[src/rtl/reg_wr_pkg.sv]
// Shared state encoding, grant encoding and address constants for the register-bank write arbiter.
package reg_wr_pkg;

  localparam int unsigned DW_DEF    = 8;
  localparam int unsigned AW_DEF    = 2;

  localparam int unsigned ADDR_NONE = 0;
  localparam int unsigned ADDR_REG1 = 1;
  localparam int unsigned ADDR_REG2 = 2;
  localparam int unsigned ADDR_REG3 = 3;

  typedef enum logic [1:0] {
    ST_IDLE  = 2'b00,
    ST_WRITE = 2'b01,
    ST_ACK   = 2'b10
  } state_t;

  typedef enum logic {
    GRANT_A = 1'b0,
    GRANT_B = 1'b1
  } grant_t;

  // B wins when it is alone, or on contention when rotation is enabled and A was served last.
  function automatic logic pick_b(input logic req_a, input logic req_b,
                                  input grant_t last, input logic rr_en);
    return req_b & (~req_a | (rr_en & (last == GRANT_A)));
  endfunction

endpackage

[src/rtl/reg_wr_addr_dec.sv]
// Combinational decode of a bank address to one-hot chip selects plus a valid flag.
module reg_wr_addr_dec
  import reg_wr_pkg::*;
#(
  parameter int unsigned AW = AW_DEF
) (
  input  logic [AW-1:0] i_addr,
  output logic [2:0]    o_cs,
  output logic          o_valid
);

  // Address 0 (and anything unmapped) selects nothing.
  always_comb begin
    o_cs    = 3'b000;
    o_valid = 1'b0;
    case (i_addr)
      AW'(ADDR_REG1): begin o_cs = 3'b001; o_valid = 1'b1; end
      AW'(ADDR_REG2): begin o_cs = 3'b010; o_valid = 1'b1; end
      AW'(ADDR_REG3): begin o_cs = 3'b100; o_valid = 1'b1; end
      default:        begin o_cs = 3'b000; o_valid = 1'b0; end
    endcase
  end

endmodule

[src/rtl/reg_wr_arbiter.sv]
// Two-requester arbiter onto the register bank write port (IDLE -> WRITE -> ACK).
// Define REG_WR_ARB_RR_EN for round-robin contention; default is fixed priority to A.
module reg_wr_arbiter
  import reg_wr_pkg::*;
#(
  parameter int unsigned DW = DW_DEF,
  parameter int unsigned AW = AW_DEF
) (
  input  logic          clk,
  input  logic          rst,
  input  logic          req_a,
  input  logic [AW-1:0] addr_a,
  input  logic [DW-1:0] data_a,
  input  logic          req_b,
  input  logic [AW-1:0] addr_b,
  input  logic [DW-1:0] data_b,
  output logic          ack_a,
  output logic          ack_b,
  output logic          err,
  output logic          my_wr,
  output logic          CS_Reg1,
  output logic          CS_Reg2,
  output logic          CS_Reg3,
  output logic [DW-1:0] Data
);

`ifdef REG_WR_ARB_RR_EN
  localparam logic RR_EN = 1'b1;
`else
  localparam logic RR_EN = 1'b0;
`endif

  state_t        r_state,      w_state_nxt;
  grant_t        r_grant,      w_grant_nxt;
  grant_t        r_last_grant, w_last_grant_nxt;
  logic          r_err_pend,   w_err_pend_nxt;
  logic          r_my_wr,      w_my_wr_nxt;
  logic [2:0]    r_cs,         w_cs_nxt;
  logic [DW-1:0] r_data,       w_data_nxt;
  logic          r_ack_a,      w_ack_a_nxt;
  logic          r_ack_b,      w_ack_b_nxt;
  logic          r_err,        w_err_nxt;

  logic          w_pick_b;
  logic [AW-1:0] w_sel_addr;
  logic [2:0]    w_dec_cs;
  logic          w_dec_valid;

  assign w_pick_b   = pick_b(req_a, req_b, r_last_grant, RR_EN);
  assign w_sel_addr = w_pick_b ? addr_b : addr_a;

  reg_wr_addr_dec #(.AW(AW)) u_dec (
    .i_addr  (w_sel_addr),
    .o_cs    (w_dec_cs),
    .o_valid (w_dec_valid)
  );

  // Next-state and next-output logic; strobes and acks default low so each lasts one cycle.
  always_comb begin
    w_state_nxt      = r_state;
    w_grant_nxt      = r_grant;
    w_last_grant_nxt = r_last_grant;
    w_err_pend_nxt   = r_err_pend;
    w_my_wr_nxt      = 1'b0;
    w_cs_nxt         = 3'b000;
    w_data_nxt       = r_data;
    w_ack_a_nxt      = 1'b0;
    w_ack_b_nxt      = 1'b0;
    w_err_nxt        = 1'b0;
    case (r_state)
      ST_IDLE: begin
        if (req_a || req_b) begin
          w_grant_nxt    = w_pick_b ? GRANT_B : GRANT_A;
          w_data_nxt     = w_pick_b ? data_b : data_a;
          w_my_wr_nxt    = w_dec_valid;
          w_cs_nxt       = w_dec_cs;
          w_err_pend_nxt = ~w_dec_valid;
          w_state_nxt    = ST_WRITE;
        end else begin
          w_state_nxt    = ST_IDLE;
        end
      end
      ST_WRITE: begin
        w_ack_a_nxt = (r_grant == GRANT_A);
        w_ack_b_nxt = (r_grant == GRANT_B);
        w_err_nxt   = r_err_pend;
        w_state_nxt = ST_ACK;
      end
      ST_ACK: begin
        w_last_grant_nxt = r_grant;
        w_err_pend_nxt   = 1'b0;
        w_state_nxt      = ST_IDLE;
      end
      default: begin
        w_state_nxt = ST_IDLE;
      end
    endcase
  end

  // State and output registers; last_grant resets to B so A wins the first contention.
  always_ff @(posedge clk or negedge rst) begin
    if (!rst) begin
      r_state      <= ST_IDLE;
      r_grant      <= GRANT_A;
      r_last_grant <= GRANT_B;
      r_err_pend   <= 1'b0;
      r_my_wr      <= 1'b0;
      r_cs         <= 3'b000;
      r_data       <= '0;
      r_ack_a      <= 1'b0;
      r_ack_b      <= 1'b0;
      r_err        <= 1'b0;
    end else begin
      r_state      <= w_state_nxt;
      r_grant      <= w_grant_nxt;
      r_last_grant <= w_last_grant_nxt;
      r_err_pend   <= w_err_pend_nxt;
      r_my_wr      <= w_my_wr_nxt;
      r_cs         <= w_cs_nxt;
      r_data       <= w_data_nxt;
      r_ack_a      <= w_ack_a_nxt;
      r_ack_b      <= w_ack_b_nxt;
      r_err        <= w_err_nxt;
    end
  end

  assign my_wr   = r_my_wr;
  assign CS_Reg1 = r_cs[0];
  assign CS_Reg2 = r_cs[1];
  assign CS_Reg3 = r_cs[2];
  assign Data    = r_data;
  assign ack_a   = r_ack_a;
  assign ack_b   = r_ack_b;
  assign err     = r_err;

endmodule

[config.mk]
export PLATFORM = sky130hd
export DESIGN_NAME = reg_wr_arbiter
export DESIGN_NICKNAME = d
export VERILOG_FILES = /design/src/rtl/reg_wr_pkg.sv /design/src/rtl/reg_wr_addr_dec.sv /design/src/rtl/reg_wr_arbiter.sv
export SDC_FILE = /design/constraint.sdc
export NUM_CORES = 1
export LEC_CHECK = 0
export ABC_AREA = 1
export CORE_MARGIN = 2
export CORE_UTILIZATION = 42
export CTS_CLUSTER_SIZE = 25
export DETAILED_ROUTE_END_ITERATION = 10
export GPL_ROUTABILITY_DRIVEN = 0
export PLACE_DENSITY = 0.82
export SYNTH_ARGS = -nofsm -noshare
export SYNTH_HDL_FRONTEND = slang
export SYNTH_SLANG_ARGS = --single-unit
[constraint.sdc]
create_clock -name clk -period 2.8 [get_ports clk]
set_clock_uncertainty 0.15 [all_clocks]
set_input_delay 0.42 -clock clk [delete_from_list [all_inputs] [get_ports clk]]
set_output_delay 0.42 -clock clk [all_outputs]
set_load 0.03 [all_outputs]
-- Yosys cells after proc, flatten, opt, wreduce, memory -nomap -nowiden
Index checks and enable logic that the tools add are counted.
- register bits: 19
- input port bits: 24
- output and inout port bits: 15
- eq/ne operators: 6
- muxes and demuxes: 16
- bitwise gates (word level): 4
- reduce and logical (&&, ||, !) cells: 6
- operators by type and width (kind ; count):
    2-to-1 mux 1 bit ; 9
    one-hot mux 3 bit (3 select lines) ; 1
    2-to-1 mux 8 bit ; 1
    == test 2 bit (second input constant) ; 3
    2-to-1 mux 3 bit ; 2
    == test 2 x 1 -> 1 bit (second input constant) ; 2
    one-hot mux 2 bit (2 select lines) ; 1
    AND reduction 2 bit ; 2
    NOT 1 bit ; 3
    OR reduction 3 bit ; 1
    logical NOT 2 bit ; 1
    2-to-1 mux 2 bit ; 1
    != test 2 bit (second input constant) ; 1
    one-hot mux 1 bit (2 select lines) ; 1
    nonzero test 2 bit ; 1
    AND 1 bit ; 1
    logical OR 1 bit ; 1

-- Longest topological paths before layout
Gate-level depths: netlist of run 1.
- word-level depth: 9
- depth in mapped cells: 7
- depth with buffers taken out: 7

-- Cells and area by module
Synthesis of run 1 repeated with hierarchy kept, for this count alone.
- cells, all modules: 115
- area, all modules: 874.6 um2
- modules (own cells, without submodules) (module ; times used ; cells an instance ; area an instance (um2)):
    reg_wr_arbiter ; 1 ; 108 ; 848.3
    reg_wr_addr_dec ; 1 ; 7 ; 26.3

-- Worst setup path after synthesis of run 1
OpenSTA, ideal clock, no wires.
- path type: in2reg
- start point: input req_a
- end point: register r_data[0], in the netlist Data[0]
- library setup time: 124 ps
- arrival time: 942 ps
- data required time: 2526 ps
- path slack: 1584 ps
- stages: 5
- buffers on the path: 1
- cell sequence: inv_1 -> nand2_4 -> buf_6 -> o211ai_1 -> nand2_1
- longest elaborated chain between the ends: 3
- RTL lines (element ; line ; source):
    from (decl) ; reg_wr_arbiter.sv:11 ; input logic req_a,
    NOT 1 bit ; reg_wr_pkg.sv:26 ; return req_b & (~req_a | (rr_en & (last == GRANT_A)));
    AND 1 bit ; reg_wr_pkg.sv:26 ;
    2-to-1 mux 8 bit ; reg_wr_arbiter.sv:74 ; w_data_nxt = w_pick_b ? data_b : data_a;
    to (signal assigned) ; reg_wr_arbiter.sv:120 ; r_data <= w_data_nxt;
    to (decl) ; reg_wr_arbiter.sv:39 ; logic [DW-1:0] r_data, w_data_nxt;
Several ways; a longest one is shown, not always the timed one.
A chain may end at the register's enable or synchronous reset.

-- Worst setup path after layout of run 1
- start point: register r_data[7], in the netlist Data[7]
- end point: output Data[7]
- RTL lines (element ; line ; source):
    to (decl) ; reg_wr_arbiter.sv:24 ; output logic [DW-1:0] Data
No word-level cell between the ends.

==> results of run 1 <==
-- cells by family (layout without fill, tap and decap cells) --
group / after synthesis / count (layout) / synth area share
DFF: 19 / 19 / 0.572
and+or+nand+nor: 45 / 45 / 0.236
buffers and inverters: 17 / 57 / 0.0949
AOI/OAI and AO/OA: 12 / 12 / 0.0964
-- layer usage --
layer  wire length [um]  GRT usage  share of wire
met5                  0          0              0
met1                725      0.191           0.40
met2                942      0.313           0.52
met3                113     0.0432          0.063
met4                 24     0.0571          0.013
-- final timing paths --
kind / end / slack, ps / depth (start not counted)
max in group asynchronous: r_cs[2] / 1550 / 1
worst max register to register: r_grant / 1420 / 6
worst max-delay path: Data[7] / 870 / 1
worst min register to register: r_state[1] / 310 / 1
worst min-delay path: r_state[1] / 310 / 1
min in group asynchronous: my_wr / 430 / 1
-- stage by stage --
step	utilization	hold slack, ps
6_report	0.650	311
5_1_grt	0.650	346
4_1_cts	0.650	319
3_5_place_dp	0.636	303
3_3_place_gp	0.636	278
2_1_floorplan	-	-25.6
-- Yosys cell counts --
cell type  number
nand2_1        31
dfrtp_1        19
inv_1          14
o211ai_1        8
nor2_1          6
o21ai_0         3
buf_6           2
nand2_2         2
nand3_1         2
nor2_2          2
a21oi_1         1
inv_2           1
nand2_4         1
nor2_4          1
-- layout make-up --
cell class	count	area (um^2)	share of cell area
clock buffers	3	22.5	0.0180
clock inverters	1	5.00	0.00400
inverters	15	56.3	0.0450
multi-input cells	57	277	0.221
flip-flops and latches	19	475	0.380
well taps	27	33.8	0.0270
repair buffers	38	380	0.304
-- state kept, by name, summed over array words and instances (netlist names) --
signal / count
Data: 8
r_cs: 3
err: 1
my_wr: 1
ack_a: 1
ack_b: 1
r_err_pend: 1
r_grant: 1
r_state: 2
-- power by group --
group	total (mW)	internal [mW]	switching, mW	leakage (nW)
logic	0.594	0.240	0.354	0.363
registers	0.440	0.385	0.0553	0.241
clock network	0.141	0.0533	0.0873	0.0177
==> flow_summary.toml, run 1 <==
[yosys]
syn_avg_cell_area_um2 = 8.93
yosysUniqueCellTypes = 14
yosys_warnings = 0
synth.area.top_cells = "dfrtp_1 57%, nand2_1 14%, o211ai_1 7.2%, inv_1 6.3%, buf_6 2.7%"
yosys_register_bits = 19
yosysTopAreaCell = "dfrtp_1"
synth_area_um2 = 831
syn_nets = 117
yosysSeqAreaShare = 0.572
synth_top_area_frac = 0.572
postSynthCellCount = 93

[setup_path]
cp_slowest_cell = "clkdlybuf4s50_1"
start_kind = "flip-flop"
path_class = "reg2out"
startpoint = "Data[7]"
cp.arrival_ps = 1360
reg2reg_from = "r_state[1]"
slowest_delay_ps = 670
cp_max_fo = 2
crit_required_ps = 2230
critical_path_buf_inv_count = 1
cp_top_family = "buffers and inverters"
end_kind = "output port"
path_cells = "clkdlybuf4s50_1"

[cts]
cts_htree_levels = 1
cts_buffers = 3
cts_tree = "built"
root_buffer = "clkbuf_4"
clkLatencyLatePin_ps = 300
post-cts-setup-buffers = 0
clkTransAtPathRegs_ps = 110
post_cts_resized = 0
cts.sinks = 19
clock_path_buffers = 2
hold_buffers = 0

[die]
coreArea_um2 = 1920
pin_count = 39
start_util = 0.432
die-area_um2 = 2350
die_height_um = 48.5
rows = 16
die_w_um = 48.5

[grt]
grt_pass1_wl_um = 3110
grt_pass1_vias = 742
antenna_found_initial = 0
gr-total-overflow = 0
grt_use_total = 0.170
grt_start_max_net_pins = 20

[worst_hold_path]
hold_path_class = "reg2reg"
min-delay-start = "r_state[1]"

[detailed_routing]
vias = 751
initialDrtViolationCount = 11
ant_nets = 0
first_pass_iters = 3
wl_per_cell_um = 11.3
wirelength_um = 1810
drc_errors = 0
vias_per_cell = 4.69

[timing]
fin_crit_ps = 1930
hold_viol_final = 0
fin_crit_sh = 0.689
fin_setup_tns_ps = 0
fmax_ghz = 0.519
max_slew_margin = 0.444
rsz0062_at_grt = "no"
setup_ws_ps = 871
final-setup-viol-count = 0
drv_slew = 0
tightest_slew_ps = 831

[cells_and_area]
nFillCells = 186
layout_common_cells = "38 x clkdlybuf4s50_1, 31 x nand2_1, 19 x dfrtp_1"
drive_above_1_share = 0.0827
final_cell_count_no_fill = 160
diodes = 0
stdcell_area_um2 = 1250
final_common_cell = "clkdlybuf4s50_1"
syn_to_final_growth_pct = 50.5
nNetsFinal = 158

[outcome]
status = "complete, no violations"

[power]
p_total_mw = 1.17
vdd_drop_max_uv = 474
p_leak_nw = 0.623
power.density_nw_per_um2 = 940

[placed_design]
dp_slack_ps = 821
dp.cells = 156
port_buffers = 38
place_area_um2 = 1220
hpwl_um = 1410

[job]
cap_violations = 0
Note: power is estimated with default switching activity, not from simulation.
==> inputs of run 2 (changes only) <==
- CORE_UTILIZATION: 42 -> 39
- PLACE_DENSITY: 0.82 -> 0.77
- clock period: 2.8 -> 1.95 ns (I/O delays scaled with it)
==> flow_summary.toml, run 2 (synthesized netlist as in run 1, its figures left out) <==
[outcome]
status = "complete, no violations"

[setup_path]
cp_slowest_cell = "clkdlybuf4s50_1"
cp.arrival_ps = 1340
crit_required_ps = 1510
path_class = "reg2out"
slowest_delay_ps = 680
reg2reg_setup_slack_ps = 580
timing.rr.end = "r_grant"
cp_max_fo = 2
start_kind = "flip-flop"
cp_top_family = "buffers and inverters"
end_kind = "output port"
reg2reg_depth = 6
path_cells = "clkdlybuf4s50_1"
critical_path_buf_inv_count = 1
reg2reg_from = "r_state[1]"

[cells_and_area]
multi_input_area_um2 = 277
nFillCells = 160
stdcell_area_um2 = 1260
drive_above_1_share = 0.0821
nNetsFinal = 159
syn_to_final_growth_pct = 51.2
diodes = 0
layout_common_cells = "38 x clkdlybuf4s50_1, 31 x nand2_1, 19 x dfrtp_1"
regArea_um2 = 475
final_common_cell = "clkdlybuf4s50_1"
largest_reg_flops = 8

[cts]
root_buffer = "clkbuf_4"
post_cts_resized = 0
post-cts-setup-buffers = 0
cts_htree_levels = 1
cts.sinks = 19
hold_buffers = 0
clkTransAtPathRegs_ps = 100
clkLatencyLatePin_ps = 280
cts_tree = "built"
clock_path_buffers = 2
cts_buffers = 3

[die]
die_w_um = 50.2
die_height_um = 50.2
start_util = 0.419
rows = 16
die-area_um2 = 2520
pin_count = 39
coreArea_um2 = 1980

[detailed_routing]
vias = 724
drc_errors = 0
ant_nets = 0
vias_per_cell = 4.50
wl_per_cell_um = 9.88
wirelength_um = 1590
first_pass_iters = 4
initialDrtViolationCount = 3

[placed_design]
hpwl_um = 1310
place_area_um2 = 1230
port_buffers = 38

[grt]
grt_pass1_wl_um = 2660
grt_pass1_vias = 677
grt_use_total = 0.142
grt_start_max_net_pins = 20
gr-total-overflow = 0
antenna_found_initial = 0

[power]
vdd_drop_max_uv = 806
power.density_nw_per_um2 = 1330
switching_power_mw = 0.694
p_total_mw = 1.67
p_leak_nw = 0.625
intPower_mw = 0.977
pwr-share-clk = 0.113
swShare = 0.415
power_frac_comb = 0.509
seq_power_share = 0.377

[timing]
fin_crit_sh = 0.914
fmax_ghz = 0.561
rsz0062_at_grt = "no"
drv_slew = 0
max_slew_margin = 0.789
tightest_slew_ps = 316
final-setup-viol-count = 0
fin_setup_tns_ps = 0
fin_crit_ps = 1780
hold_viol_final = 0

[job]
cap_violations = 0

[worst_hold_path]
hold_path_class = "in2async"
[run 2: cell types whose count changed in the layout (fill, tap and decap cells not counted)]
cell,change
clkinv_2,-1
buf_4,+1
clkbuf_1,+1
[run 2: layout make-up]
cell class / instances / share of cell area
sequential: 19 / 0.378
timing repair buffer: 39 / 0.309
multi-input combinational: 57 / 0.220
inverter: 15 / 0.0448
tap: 27 / 0.0269
clock buffer: 4 / 0.0209
[run 2: metrics by stage]
step,hold WS [ps],cells,util,setup slack [ps]
6_report,180,161,0.634,167
5_1_grt,194,161,0.634,114
4_1_cts,178,161,0.634,154
3_5_place_dp,290,157,0.621,141
3_3_place_gp,277,157,0.621,185
2_1_floorplan,-153,93,-,792
[run 2: layer usage]
metal  GRT usage  part of all wire  up-vias
met2       0.257              0.52       29
li1            -                 -      368
met1       0.156              0.41      325
met5           0                 0        -
met3      0.0298             0.064        2
met4      0.0694            0.0082        0
[run 2: worst register-to-register path: cells and delay by family, from the launching register on]
family                 cells  cell delay (ps)
AO/OA/AOI/OAI              1               70
AND/OR/NAND/NOR            3              420
flip-flops                 1              400
buffers and inverters      2              220
[run 2: power groups by stage]
stage | Sequential, mW | Combinational, mW | Clock [mW]
finish | 0.631 | 0.851 | 0.189
global route | 0.646 | 0.923 | 0.217
CTS | 0.631 | 0.862 | 0.197
detailed placement | 0.635 | 0.861 | 0
global placement | 0.635 | 0.845 | 0
floorplan | 0.871 | 0.287 | 0
[run 2: how the worst max path moves through the flow]
stage / end / start / cells past startpoint / slack [ps]
after floorplan: r_err_pend / r_state[0] / 7 / 790
after global placement: r_grant / req_b / 6 / 180
after detailed placement: Data[6] / req_b / 6 / 140
after CTS: Data[1] / Data[1] / 1 / 150
after global routing: Data[4] / Data[4] / 1 / 110
final: Data[1] / Data[1] / 1 / 170
==> inputs of run 3 (changes only) <==
- PLACE_DENSITY: 0.77 -> default
- PLACE_DENSITY_LB_ADDON: default -> 0.15
==> flow_summary.toml, run 3 (synthesized netlist as in run 1, its figures left out) <==
[worst_hold_path]
hold_path_class = "in2async"

[grt]
antenna_found_initial = 0
gr-total-overflow = 0
grt_pass1_wl_um = 2800
grt_use_total = 0.147
grt_pass1_vias = 708
grt_start_max_net_pins = 20

[detailed_routing]
drc_errors = 0
vias = 717
vias_per_cell = 4.43
wirelength_um = 1630
ant_nets = 0
initialDrtViolationCount = 11
wl_per_cell_um = 10.1
first_pass_iters = 4

[cells_and_area]
regArea_um2 = 475
largest_reg_flops = 8
multi_input_area_um2 = 277
syn_to_final_growth_pct = 52.3
nNetsFinal = 160
layout_common_cells = "38 x clkdlybuf4s50_1, 31 x nand2_1, 19 x dfrtp_1"
nFillCells = 158
drive_above_1_share = 0.0963
final_common_cell = "clkdlybuf4s50_1"
diodes = 0

[die]
pin_count = 39
rows = 16
die_w_um = 50.2
start_util = 0.419
die_height_um = 50.2
coreArea_um2 = 1980
die-area_um2 = 2520

[timing]
fin_setup_tns_ps = 0
rsz0062_at_grt = "no"
tightest_slew_ps = 313
max_slew_margin = 0.790
hold_viol_final = 0
setup_ws_ps = 166
final-setup-viol-count = 0
fmax_ghz = 0.561
drv_slew = 0
fin_crit_ps = 1780
fin_crit_sh = 0.915

[cts]
clkTransAtPathRegs_ps = 100
post-cts-setup-buffers = 0
post_cts_resized = 0
cts.sinks = 19
clock_path_buffers = 2
clkLatencyLatePin_ps = 290
cts_buffers = 3
root_buffer = "clkbuf_4"
cts_tree = "built"
hold_buffers = 0
cts_htree_levels = 1

[outcome]
status = "complete, no violations"

[setup_path]
crit_required_ps = 1510
timing.rr.end = "Data[6]"
cp.arrival_ps = 1340
cp_max_fo = 2
cp_slowest_cell = "clkdlybuf4s50_1"
reg2reg_from = "r_state[0]"
reg2reg_depth = 6
end_kind = "output port"
path_cells = "clkdlybuf4s50_1"
start_kind = "flip-flop"
path_class = "reg2out"
critical_path_buf_inv_count = 1
reg2reg_setup_slack_ps = 680
slowest_delay_ps = 680
cp_top_family = "buffers and inverters"

[power]
vdd_drop_max_uv = 764
power.density_nw_per_um2 = 1330
p_leak_nw = 0.632

[placed_design]
dp_slack_ps = 225
port_buffers = 38

[job]
cap_violations = 0
run 3: through the flow:
| step | cells | hold slack (ps) | cell area (um^2) | utilization | total power, mW |
|---|---|---|---|---|---|
| floorplan | 93 | -153 | 831 | - | 1.16 |
| global placement | 158 | 278 | 1240 | 0.624 | 1.50 |
| detailed placement | 158 | 282 | 1240 | 0.624 | 1.51 |
| CTS | 162 | 170 | 1260 | 0.638 | 1.71 |
| global route | 162 | 201 | 1260 | 0.638 | 1.81 |
| finish | 162 | 167 | 1260 | 0.638 | 1.69 |
run 3: layer usage:
layer / vias up / GRT usage / share of wire / wire (um)
li1: 371 / - / - / -
met1: 320 / 0.172 / 0.41 / 672
met2: 24 / 0.252 / 0.52 / 841
met3: 2 / 0.0357 / 0.064 / 105
met4: 0 / 0.0694 / 0.0080 / 13
met5: - / 0 / 0 / 0
run 3: final cells by class:
class                           instances  share of cell area
Clock buffer                            3              0.0178
Inverter                               15              0.0445
Multi-Input combinational cell         57               0.219
Tap cell                               27              0.0267
Sequential cell                        19               0.376
Timing Repair Buffer                   40               0.313
Clock inverter                          1             0.00396
run 3: power by group:
part	switching, mW	internal (mW)	total (mW)
Clock	0.116	0.0762	0.192
Sequential	0.0725	0.552	0.625
Combinational	0.512	0.358	0.870
Total	0.701	0.987	1.69
run 3: worst max path at each step:
| stage | to | depth (start not counted) | slack, ps | from |
|---|---|---|---|---|
| 3_5_place_dp | Data[6] | 6 | 230 | req_b |
| 6_report | Data[5] | 1 | 170 | Data[5] |
| 5_1_grt | Data[5] | 1 | 110 | Data[5] |
| 4_1_cts | Data[2] | 1 | 160 | Data[2] |
| 3_3_place_gp | Data[6] | 6 | 230 | req_b |
| 2_1_floorplan | r_err_pend | 7 | 790 | r_state[0] |
